[src/rtl/pipe_hazard_ctrl.sv]
// pipe_hazard_ctrl: load-use/branch/multi-cycle hazard control, operand forwarding and saturating event counters
module pipe_hazard_ctrl #(
  parameter int REG_AW = 5,
  parameter int MC_LAT = 4,
  parameter int CNT_W  = 16
) (
  input  logic              clk,
  input  logic              rst,
  input  logic [REG_AW-1:0] id_rs1,
  input  logic [REG_AW-1:0] id_rs2,
  input  logic              id_use_rs1,
  input  logic              id_use_rs2,
  input  logic              ex_valid,
  input  logic [REG_AW-1:0] ex_rs1,
  input  logic [REG_AW-1:0] ex_rs2,
  input  logic [REG_AW-1:0] ex_rd,
  input  logic              ex_memread,
  input  logic              ex_mc,
  input  logic              branch_taken,
  input  logic [REG_AW-1:0] mem_rd,
  input  logic              mem_regwrite,
  input  logic [REG_AW-1:0] wb_rd,
  input  logic              wb_regwrite,
  output logic              pc_write,
  output logic              if_id_write,
  output logic              if_id_flush,
  output logic              id_ex_write,
  output logic              id_ex_bubble,
  output logic              ex_mem_bubble,
  output logic [1:0]        forward_a,
  output logic [1:0]        forward_b,
  output logic              mc_busy,
  output logic [CNT_W-1:0]  stall_cnt,
  output logic [CNT_W-1:0]  flush_cnt
);
  typedef enum logic {IDLE, BUSY} state_e;
  state_e            state_q, state_d;
  logic [7:0]        cnt_q, cnt_d;
  logic [CNT_W-1:0]  stall_q, stall_d, flush_q, flush_d;
  logic              mc_start, mc_stall, load_use, br;

  function automatic logic [1:0] fwd(input logic [REG_AW-1:0] rs);
    return (mem_regwrite && mem_rd != '0 && mem_rd == rs) ? 2'b10 :
           (wb_regwrite && wb_rd != '0 && wb_rd == rs) ? 2'b01 : 2'b00;
  endfunction

  assign mc_start = state_q == IDLE && ex_valid && ex_mc;
  assign mc_stall = mc_start || (state_q == BUSY && cnt_q != 8'd0);
  assign load_use = ex_valid && ex_memread && ex_rd != '0 &&
                    ((id_use_rs1 && id_rs1 == ex_rd) || (id_use_rs2 && id_rs2 == ex_rd));
  assign br = !mc_stall && branch_taken;

  // Reset forces the front end frozen and the pipe flushed, independent of inputs
  assign pc_write      = !rst && !mc_stall && (branch_taken || !load_use);
  assign if_id_write   = pc_write;
  assign if_id_flush   = rst || br;
  assign id_ex_write   = rst || !mc_stall;
  assign id_ex_bubble  = rst || br || (!mc_stall && load_use);
  assign ex_mem_bubble = rst || mc_stall;
  assign forward_a     = rst ? 2'b00 : fwd(ex_rs1);
  assign forward_b     = rst ? 2'b00 : fwd(ex_rs2);
  assign mc_busy       = state_q == BUSY;
  assign stall_cnt     = stall_q;
  assign flush_cnt     = flush_q;

  always_comb begin
    state_d = mc_start ? BUSY : (state_q == BUSY && cnt_q == 8'd0) ? IDLE : state_q;
    cnt_d   = mc_start ? 8'(MC_LAT - 2) : (state_q == BUSY && cnt_q != 8'd0) ? cnt_q - 8'd1 : cnt_q;
    stall_d = stall_q + CNT_W'(!pc_write && stall_q != '1);
    flush_d = flush_q + CNT_W'(if_id_flush && flush_q != '1);
  end

  always_ff @(posedge clk or posedge rst) begin
    if (rst) begin
      state_q <= IDLE;
      cnt_q   <= '0;
      stall_q <= '0;
      flush_q <= '0;
    end else begin
      state_q <= state_d;
      cnt_q   <= cnt_d;
      stall_q <= stall_d;
      flush_q <= flush_d;
    end
  end
endmodule

[config.mk]
export PLATFORM = sky130hd
export DESIGN_NAME = pipe_hazard_ctrl
export DESIGN_NICKNAME = d
export VERILOG_FILES = /design/src/rtl/pipe_hazard_ctrl.sv
export SDC_FILE = /design/constraint.sdc
export NUM_CORES = 1
export LEC_CHECK = 0
export BUFFER_PORTS_ARGS = -buffer_cell sky130_fd_sc_hd__buf_2
export CORE_MARGIN = 3
export CORE_UTILIZATION = 34
export CTS_CLUSTER_SIZE = 10
export DETAILED_ROUTE_END_ITERATION = 8
export RECOVER_POWER = 50
export SLEW_MARGIN = 30
export SYNTH_ARGS = -nofsm -noshare
export SYNTH_HDL_FRONTEND = slang
export SYNTH_SLANG_ARGS = --single-unit
export TNS_END_PERCENT = 100
[constraint.sdc]
create_clock -name clk -period 4.4 [get_ports clk]
set_input_delay 0.66 -clock clk [delete_from_list [all_inputs] [get_ports clk]]
set_output_delay 0.66 -clock clk [all_outputs]
set_load 0.02 [all_outputs]
==> flow_metrics.py, run 1 <==
metrics = {
    "run_status": {
        "status": "finished, final reports clean",
    },
    "finish": {
        "synthToLayoutAreaGrowth_pct": 27.6,
        "n_antenna_cell": 0,
        "layout-drive-gt1-share_pct": 24.8,
        "fill_cells": 651,
        "final_common_cell": "buf_2",
        "finalNetCount": 364,
        "mostFrequentLayoutCells": "65 x buf_2, 44 x xnor2_1, 41 x dfrtp_1, 23 x clkbuf_1, 20 x nand2_1",
    },
    "detailed_routing": {
        "ant_nets": 0,
        "viasPerCell": 4.82,
        "dr.pass1.iters": 4,
        "drc_errors": 0,
        "wl_um": 5040,
        "avgRoutedWirePerCell_um": 12.8,
        "first_iter_violations": 50,
        "vias": 1890,
    },
    "synthesis": {
        "synth_area_leaders": "dfrtp_1 46%, xnor2_1 17%, xor2_1 7.4%",
        "synth_area_per_cell_um2": 10.2,
        "ys_ff_latch": 41,
        "syn_inst": 220,
        "synth_top_area_cell": "dfrtp_1",
        "synth_edf_count": 0,
        "async_flop_share_pct": 100,
        "netlist_area_um2": 2250,
        "synth_fp_nets": 270,
        "seq_area_frac_synth_pct": 45.6,
        "synth_top_cell_area_share_pct": 45.6,
        "synthFlopType": "dfrtp_1",
        "ys_types": 32,
        "ys_warn_count": 0,
    },
    "critical_path": {
        "start_kind": "register",
        "crit_fanout": 5,
        "crit_required_ns": 3.74,
        "arrival_ns": 2.37,
        "path_class": "register to primary output",
        "endpoint_kind": "primary output",
    },
    "global_routing": {
        "met2_usage_pct": 22.7,
        "antenna_found_initial": 0,
        "grt_pass1_vias": 1853,
        "overflow": 0,
        "use_met1_pct": 16.7,
        "grt_max_degree": 44,
        "grt_pass1_wl_um": 8370,
        "grt_usage_pct": 13.8,
        "busiest_layer": "met2",
        "grtUsageMet3_pct": 5.01,
    },
    "cts": {
        "clockBufferDepth": 2,
        "cts_tree": "yes",
        "post_cts_resized": 0,
        "ctsHoldBuffers": 0,
        "numCtsBuffers": 5,
        "clk_latency_ns": 0.28,
        "root_buffer": "clkbuf_8",
        "cts_num_sinks": 41,
        "cts_setup_buffers": 0,
        "htreeDepth": 2,
        "clk_pin_slew_worst_paths_ns": 0.08,
    },
    "timing": {
        "setup_viol": 0,
        "tns_ns": 0,
        "maxSlewHeadroom_pct": 65.5,
        "hold_viol": 0,
        "rsz0062_at_grt": "no",
        "layout_min_cycle_time_ns": 3.03,
        "worst_pin_slew_ns": 0.514,
        "max_freq_ghz": 0.330,
        "fin_crit_sh_pct": 68.8,
        "layout_setup_ws_ns": 1.37,
        "finClkSkew_ns": 0.000879,
        "report.final.slew_viol_count": 0,
    },
    "floorplan": {
        "dieHeight_um": 87.4,
        "die_x_um": 87.4,
        "coreArea_um2": 6390,
        "die_area_um2": 7640,
        "boundaryPins": 88,
        "placementRows": 29,
        "start_util_pct": 35.3,
    },
    "placement": {
        "hpwl_um": 4040,
        "io_buffers": 87,
        "dpl_worst_slack_ns": 1.28,
        "gp_congestion": 0.809,
    },
    "pwr": {
        "p_leak_uw": 0.00126,
        "power.density_nw_per_um2": 482,
        "irDropWorstVdd_mv": 0.306,
    },
    "flow_run": {
        "max_cap_viol_count": 0,
    },
    "min_path": {
        "hp-class": "register to register",
    },
}
-- critical path: stages, from the launching register on --
cell      delay [ns]
dfrtp_1         0.42
inv_1           0.07
ha_1            0.16
or4b_4          0.50
o21ai_4         0.18
and2_4          0.19
inv_2           0.05
a211oi_2        0.28
buf_2           0.25
-- per-layer routing --
| metal | part of all wire [%] | wire, um |
|---|---|---|
| met1 | 44 | 2220 |
| met2 | 48 | 2410 |
| met3 | 7.4 | 374 |
| met4 | 0.66 | 33 |
| met5 | 0 | 0 |
-- path summary, 6_finish.rpt --
kind | startpoint | end | slack (ns) | cells after the start
min in group asynchronous | rst | mc_busy | 0.61 | 3
hold reg to reg | flush_cnt[13] | flush_cnt[13] | 0.49 | 1
setup reg to reg | cnt_q[0] | flush_cnt[9] | 1.46 | 12
setup / recovery | cnt_q[0] | if_id_write | 1.37 | 8
max in group asynchronous | rst | stall_cnt[13] | 3.44 | 3
hold / removal | flush_cnt[13] | flush_cnt[13] | 0.49 | 1
-- through the flow --
stage | utilization (%) | std cells | area [um^2] | total power, uW | hold slack [ns]
after floorplan | - | 220 | 2250 | 919 | 0.496
after global placement | 43.6 | 384 | 2780 | 1080 | 0.473
after detailed placement | 43.6 | 384 | 2780 | 1090 | 0.477
after CTS | 45.4 | 392 | 2900 | 1410 | 0.490
after global routing | 45.0 | 392 | 2870 | 1490 | 0.505
final | 45.0 | 392 | 2870 | 1390 | 0.493
-- sequential cells by signal (all words and copies together) (netlist names) --
register	flops
mc_busy	1
flush_cnt	16
cnt_q	8
stall_cnt	16
-- kinds of logic (layout without fill, tap and decap cells) --
family	Yosys count	count (layout)	synth area share, %
compound gates	14	14	4.83
xor+xnor	63	63	24.5
fa+ha+maj	5	5	2.78
buf+inv	8	103	1.50
flops	41	41	45.6
simple gates	89	89	20.8
-- area by class of cell --
cell class | instances | area [um^2] | area share (%)
clock buffers | 7 | 86.3 | 3.01
clock inverters | 1 | 30.0 | 1.05
inverters | 7 | 26.3 | 0.915
multi-input cells | 171 | 1190 | 41.5
flip-flops and latches | 41 | 1030 | 35.7
well taps | 77 | 96.3 | 3.35
repair buffers | 88 | 415 | 14.5
-- cell usage after synthesis (3+ instances only) --
cell type  instances
xnor2_1           44
dfrtp_1           41
nand2_1           20
xor2_1            19
nand3_1           16
nor2_1            16
nand4_1            8
or4_1              7
inv_1              6
nor3_1             6
ha_1               5
nor4_1             4
o211ai_1           4
and4_1             3
-- where the power goes --
| part | internal [uW] | switching (uW) | leakage, uW | total, uW |
|---|---|---|---|---|
| Sequential | 484 | 127 | 0.000515 | 611 |
| Combinational | 190 | 273 | 0.000685 | 462 |
| Clock | 185 | 127 | 0.0000585 | 312 |
| Total | 859 | 526 | 0.00126 | 1390 |
Note: power is estimated with default switching activity, not from simulation.
==> inputs of run 2 (changes only) <==
==> constraint.sdc (replaced) <==
create_clock -name clk -period 2.8 [get_ports clk]
set_input_delay 0.42 -clock clk [delete_from_list [all_inputs] [get_ports clk]]
set_output_delay 0.42 -clock clk [all_outputs]
set_load 0.02 [all_outputs]
==> run 2 against run 1 <==
Effect of this change:
- clock power rose by 11%
- cell area rose by 3.2%
- combinational power rose by 73%
- first-iteration DRC count rose by 34%
- sequential share of layout area fell by 1.1 points
- via count rose by 0.26%
- utilization rose by 1.4 points
- largest cell class unchanged
- highest routed layer unchanged
==> flow_metrics.py, run 2 (synthesis results as in run 1) <==
metrics = {
    "floorplan": {
        "placementRows": 29,
        "die_area_um2": 7640,
        "boundaryPins": 88,
        "coreArea_um2": 6390,
        "start_util_pct": 35.3,
        "dieHeight_um": 87.4,
        "die_x_um": 87.4,
    },
    "finish": {
        "synthToLayoutAreaGrowth_pct": 31.6,
        "final_core_util_pct": 46.4,
        "mostFrequentLayoutCells": "69 x buf_2, 44 x xnor2_1, 41 x dfrtp_1, 19 x xor2_1, 18 x nand2_1",
        "n_antenna_cell": 0,
        "layout-drive-gt1-share_pct": 31.9,
        "final_common_cell": "buf_2",
        "finalNetCount": 371,
    },
    "timing": {
        "worst_pin_slew_ns": 1.05,
        "report.final.slew_viol_count": 0,
        "holdWs_ns": 0.491,
        "setup_viol": 0,
        "max_freq_ghz": 0.364,
        "layout_min_cycle_time_ns": 2.74,
        "layout_setup_ws_ns": 0.0565,
        "fin_crit_sh_pct": 98.0,
        "finClkSkew_ns": 0.00458,
        "hold_viol": 0,
        "maxSlewHeadroom_pct": 30.2,
        "rsz0062_at_grt": "yes",
    },
    "detailed_routing": {
        "wl_um": 5340,
        "first_iter_violations": 67,
        "vias": 1895,
        "ant_nets": 0,
        "viasPerCell": 4.77,
        "drc_errors": 0,
        "avgRoutedWirePerCell_um": 13.4,
        "dr.pass1.iters": 4,
    },
    "pwr": {
        "p_leak_uw": 0.00130,
        "power.density_nw_per_um2": 710,
        "irDropWorstVdd_mv": 0.328,
    },
    "critical_path": {
        "arrival_ns": 2.32,
        "crit_fanout": 5,
        "reg2reg_slack_ns": 0.11,
        "cp_cell_sequence": "inv_1 > ha_1 > or4b_4 > o21ai_4 > and2_4 > inv_2 > a211oi_4 > buf_6 > buf_6",
        "cp_common_cell": "buf_6",
        "crit_required_ns": 2.38,
        "max_stage_delay_ns": 0.49,
        "start_kind": "register",
        "path_class": "register to primary output",
        "endpoint_kind": "primary output",
        "worst_path_max_delay_cell": "or4b_4",
    },
    "cts": {
        "clockBufferDepth": 2,
        "ctsHoldBuffers": 0,
        "clk_latency_ns": 0.28,
        "root_buffer": "clkbuf_8",
        "numCtsBuffers": 5,
        "htreeDepth": 2,
        "clk_pin_slew_worst_paths_ns": 0.07,
        "cts_num_sinks": 41,
        "cts_tree": "yes",
    },
    "run_status": {
        "status": "finished, final reports clean",
    },
    "placement": {
        "gp_congestion": 0.839,
        "dpl_worst_slack_ns": -0.0443,
        "io_buffers": 87,
        "hpwl_um": 4310,
    },
    "global_routing": {
        "grt_max_degree": 44,
        "grt_pass1_wl_um": 8480,
        "antenna_found_initial": 0,
        "overflow": 0,
        "grt_usage_pct": 14.2,
        "grt_pass1_vias": 1846,
    },
    "flow_run": {
        "max_cap_viol_count": 0,
    },
    "min_path": {
        "hp-class": "register to register",
    },
}
run 2: cell type report:
class / instances / area [um^2]
sequential: 41 / 1030
inverter: 7 / 30.0
fill: 628 / 3420
clock inverter: 1 / 5.00
tap: 77 / 96.3
multi-input combinational: 171 / 1250
timing repair buffer: 95 / 489
clock buffer: 5 / 68.8
run 2: power breakdown:
group          switching, uW  internal (uW)  leakage [uW]  total (uW)
logic                    450            347      0.000745         797
registers                199            762      0.000515         961
clock network            184            164     0.0000399         347
total                    833           1270       0.00130        2110
run 2: routing by layer:
layer / GRT usage [%] / vias to the layer above / routed length [um]
met4: 5.02 / 0 / 45
met5: 0 / - / 0
met3: 4.16 / 5 / 441
li1: - / 967 / -
met2: 22.5 / 69 / 2480
met1: 18.3 / 854 / 2370
run 2: what timing repair did:
item,CTS,global route
resized for setup,3,15
pin swaps,0,2
buffers inserted,0,5
endpoints found under the setup margin,3,14
run 2: worst paths after layout:
check / endpoint / depth (start not counted) / from
max: if_id_write / 9 / cnt_q[0]
min: stall_cnt[5] / 1 / stall_cnt[5]
max reg2reg: flush_cnt[9] / 13 / cnt_q[0]
min reg2reg: stall_cnt[5] / 1 / stall_cnt[5]
max in group asynchronous: cnt_q[7] / 3 / rst
min in group asynchronous: cnt_q[1] / 3 / rst
run 2: critical path, delay by kind of cell (launching register included):
family / cells / cell delay [ns]
AOI/OAI and AO/OA: 2 / 0.41
adders and majority gates: 1 / 0.15
buffers and inverters: 4 / 0.39
and+or+nand+nor: 2 / 0.69
DFF: 1 / 0.41
run 2: metrics by stage:
stage | area (um^2) | TNS [ns] | instances | power (uW)
final | 2960 | 0 | 397 | 2110
after global routing | 2960 | -0.282 | 397 | 2270
after CTS | 2890 | 0 | 392 | 2090
after detailed placement | 2810 | -0.0721 | 386 | 1730
after global placement | 2810 | 0 | 386 | 1710
after floorplan | 2260 | 0 | 220 | 1450
==> inputs of run 3 (changes only) <==
--- a/config.mk
+++ b/config.mk
@@ -5,6 +5,7 @@
 export SDC_FILE = /design/constraint.sdc
 export NUM_CORES = 1
 export LEC_CHECK = 0
+export ABC_AREA = 1
 export BUFFER_PORTS_ARGS = -buffer_cell sky130_fd_sc_hd__buf_2
 export CORE_MARGIN = 3
 export CORE_UTILIZATION = 34
==> run 3 against run 2 <==
Effect of this change:
- synthesized cell count increased by 47%
- critical endpoint is now flush_cnt[12]
- sequential power decreased by 0.4%
- area after synthesis increased by 15%
- clock skew increased by 0.0031 ns
- setup slack improved by 0.19 ns
- cell area increased by 10%
- power increased by 15%
- wire length increased by 7.5%
- maximum frequency increased by 7.6%
- combinational power increased by 22%
- via count increased by 21%
==> flow_metrics.py, run 3 <==
metrics = {
    "detailed_routing": {
        "ant_nets": 0,
        "wl_um": 5740,
        "avgRoutedWirePerCell_um": 11.0,
        "viasPerCell": 4.40,
        "vias": 2287,
        "dr.pass1.iters": 4,
        "drc_errors": 0,
        "first_iter_violations": 62,
    },
    "critical_path": {
        "worst_path_max_delay_cell": "dfrtp_1",
        "crit_required_ns": 3.02,
        "r2r_end": "flush_cnt[12]",
        "path_class": "register to register",
        "reg2reg_slack_ns": 0.25,
        "max_stage_delay_ns": 0.37,
        "arrival_ns": 2.77,
        "cp_common_cell": "nand2_2",
        "cp_cell_sequence": "inv_2 > ha_2 > inv_1 > nor3_2 > nand2_1 > nand2_2 > nand2_4 > nand2_2 > o21ai_2 > nor2_1 > ha_2 > ha_4 > inv_2 > nor2_4 > nand2_2 > or2_4 > nor2_1 > xor2_1",
        "reg2reg_from": "cnt_q[0]",
        "r2r_cells": 18,
        "path_buf_inv": 3,
        "cp_num_cells": 18,
        "crit_fanout": 5,
        "endpoint_kind": "register",
        "start_kind": "register",
        "cp_top_family": "simple AND/OR/NAND/NOR gates",
        "crit_path_end": "flush_cnt[12]",
        "cp-startpoint": "cnt_q[0]",
    },
    "floorplan": {
        "boundaryPins": 88,
        "coreArea_um2": 7330,
        "start_util_pct": 35.3,
        "dieHeight_um": 93.2,
        "die_x_um": 93.2,
        "placementRows": 31,
        "die_area_um2": 8690,
    },
    "placement": {
        "dpl_worst_slack_ns": 0.0937,
        "gp_congestion": 0.791,
        "io_buffers": 87,
        "hpwl_um": 4620,
    },
    "timing": {
        "max_freq_ghz": 0.392,
        "finClkSkew_ns": 0.00771,
        "report.final.slew_viol_count": 0,
        "setup_viol": 0,
        "fin_crit_sh_pct": 91.1,
        "rsz0062_at_grt": "no",
        "tns_ns": 0,
        "layout_setup_ws_ns": 0.249,
        "maxSlewHeadroom_pct": 31.2,
        "layout_min_cycle_time_ns": 2.55,
        "worst_pin_slew_ns": 1.03,
        "hold_viol": 0,
    },
    "synthesis": {
        "ys_types": 28,
        "synth_edf_count": 0,
        "synth_top_area_cell": "dfrtp_1",
        "synth_area_leaders": "dfrtp_1 40%, nand2_1 11%, xnor2_1 8.1%",
        "async_flop_share_pct": 100,
        "synth_top_cell_area_share_pct": 39.7,
        "synth_fp_nets": 374,
        "synthFlopType": "dfrtp_1",
        "synth_common_cells": "76 x nand2_1, 44 x inv_1, 41 x dfrtp_1, 30 x nor2_1, 24 x xnor2_1",
        "seq_area_frac_synth_pct": 39.7,
        "netlist_area_um2": 2590,
        "syn_inst": 324,
        "synth_area_per_cell_um2": 7.98,
        "ys_ff_latch": 41,
        "yosysMostFrequentCell": "nand2_1",
        "ys_warn_count": 0,
    },
    "pwr": {
        "irDropWorstVdd_mv": 0.520,
        "power.density_nw_per_um2": 739,
        "switching_share_pct": 41.4,
        "power_frac_comb_pct": 40.3,
        "intPower_uw": 1420,
        "seq_power_share_pct": 39.5,
        "p_leak_uw": 0.00175,
        "switching_power_uw": 1000,
        "p_clk_share_pct": 20.2,
    },
    "global_routing": {
        "overflow": 0,
        "antenna_found_initial": 0,
        "grt_usage_pct": 14.2,
        "grt_pass1_wl_um": 10100,
        "grt_max_degree": 43,
        "grt_pass1_vias": 2268,
    },
    "cts": {
        "root_buffer": "clkbuf_8",
        "clockBufferDepth": 2,
        "clk_pin_slew_worst_paths_ns": 0.08,
        "cts_tree": "yes",
        "clk_latency_ns": 0.29,
        "htreeDepth": 2,
        "cts_num_sinks": 41,
        "numCtsBuffers": 5,
    },
    "flow_run": {
        "max_cap_viol_count": 0,
    },
    "finish": {
        "fill_cells": 759,
        "mostFrequentLayoutCells": "76 x nand2_1, 66 x buf_2, 41 x inv_1, 41 x dfrtp_1, 30 x nor2_1",
        "final_common_cell": "nand2_1",
        "synthToLayoutAreaGrowth_pct": 26.6,
        "finalNetCount": 470,
        "n_antenna_cell": 0,
        "layout-drive-gt1-share_pct": 25.9,
    },
    "run_status": {
        "status": "finished, final reports clean",
    },
    "min_path": {
        "worstHoldPathCells": 3,
        "hp-class": "input pin to register",
    },
}
-- run 3: cell types whose count changed in the layout (fill, tap and decap cells not counted), sizes merged, moves of 4 or more --
cell / before / now
buf: 78 / 69
or4: 7 / 0
nor2: 16 / 35
clkbuf: 22 / 29
nand3: 16 / 20
nor3: 6 / 11
a21oi: 1 / 6
nand4: 8 / 13
nand2: 20 / 84
xnor2: 44 / 26
inv: 6 / 47
-- run 3: power by group through the flow --
stage | Sequential [uW] | Clock, uW | Combinational [uW]
finish | 957 | 489 | 974
global route | 987 | 528 | 1120
CTS | 950 | 501 | 985
detailed placement | 961 | 0 | 981
global placement | 957 | 0 | 970
floorplan | 1060 | 0 | 548
-- run 3: repair_timing --
item | 4_1_cts | 5_1_grt
setup endpoints to repair | 0 | 3
setup buffers | 0 | 1
hold buffers | 0 | 0
gates resized for setup | 0 | 7
-- run 3: final cells by class --
cell class / count / area (um^2) / area share, %
inverters: 48 / 180 / 5.50
clock buffers: 7 / 86.3 / 2.64
well taps: 99 / 124 / 3.78
clock inverters: 1 / 30.0 / 0.917
repair buffers: 91 / 437 / 13.3
flip-flops and latches: 41 / 1030 / 31.3
multi-input cells: 233 / 1390 / 42.5
-- run 3: worst min path at each step --
| stage | from | endpoint | slack, ns |
|---|---|---|---|
| final | ex_mc | mc_busy | 0.49 |
| after global routing | ex_mc | mc_busy | 0.50 |
| after CTS | rst | mc_busy | 0.39 |
| after detailed placement | flush_cnt[15] | flush_cnt[15] | 0.49 |
| after global placement | flush_cnt[8] | flush_cnt[8] | 0.48 |
| after floorplan | cnt_q[1] | cnt_q[1] | 0.47 |
-- run 3: cell families after synthesis --
group           share of synthesized area (%)
simple gates                             31.2
buf+inv                                  7.45
xor+xnor                                 16.5
flops                                    39.7
compound gates                           2.76
fa+ha+maj                                2.42
-- run 3: worst register-to-register path, delay by kind of cell, from the launching register on --
| family | cells | cell delay, ns |
|---|---|---|
| xor+xnor | 1 | 0.15 |
| compound gates | 1 | 0.07 |
| simple gates | 10 | 1.19 |
| fa+ha+maj | 3 | 0.54 |
| flops | 1 | 0.37 |
| buf+inv | 3 | 0.18 |
-- run 3: metrics by stage --
step | cell area, um^2 | cells | utilization [%] | hold slack, ns | total power [uW]
floorplan | 2590 | 324 | - | 0.470 | 1610
global placement | 3160 | 511 | 43.0 | 0.483 | 1930
detailed placement | 3160 | 511 | 43.0 | 0.494 | 1940
CTS | 3270 | 519 | 44.6 | 0.392 | 2440
global route | 3270 | 520 | 44.7 | 0.497 | 2640
finish | 3270 | 520 | 44.7 | 0.490 | 2420
-- run 3: routing by layer --
metal	vias up	part of all wire (%)	track usage [%]
met2	41	51	24.2
met5	-	0	0
met1	1038	45	18.6
li1	1206	-	-
met4	0	0.31	2.81
met3	2	3.6	2.90
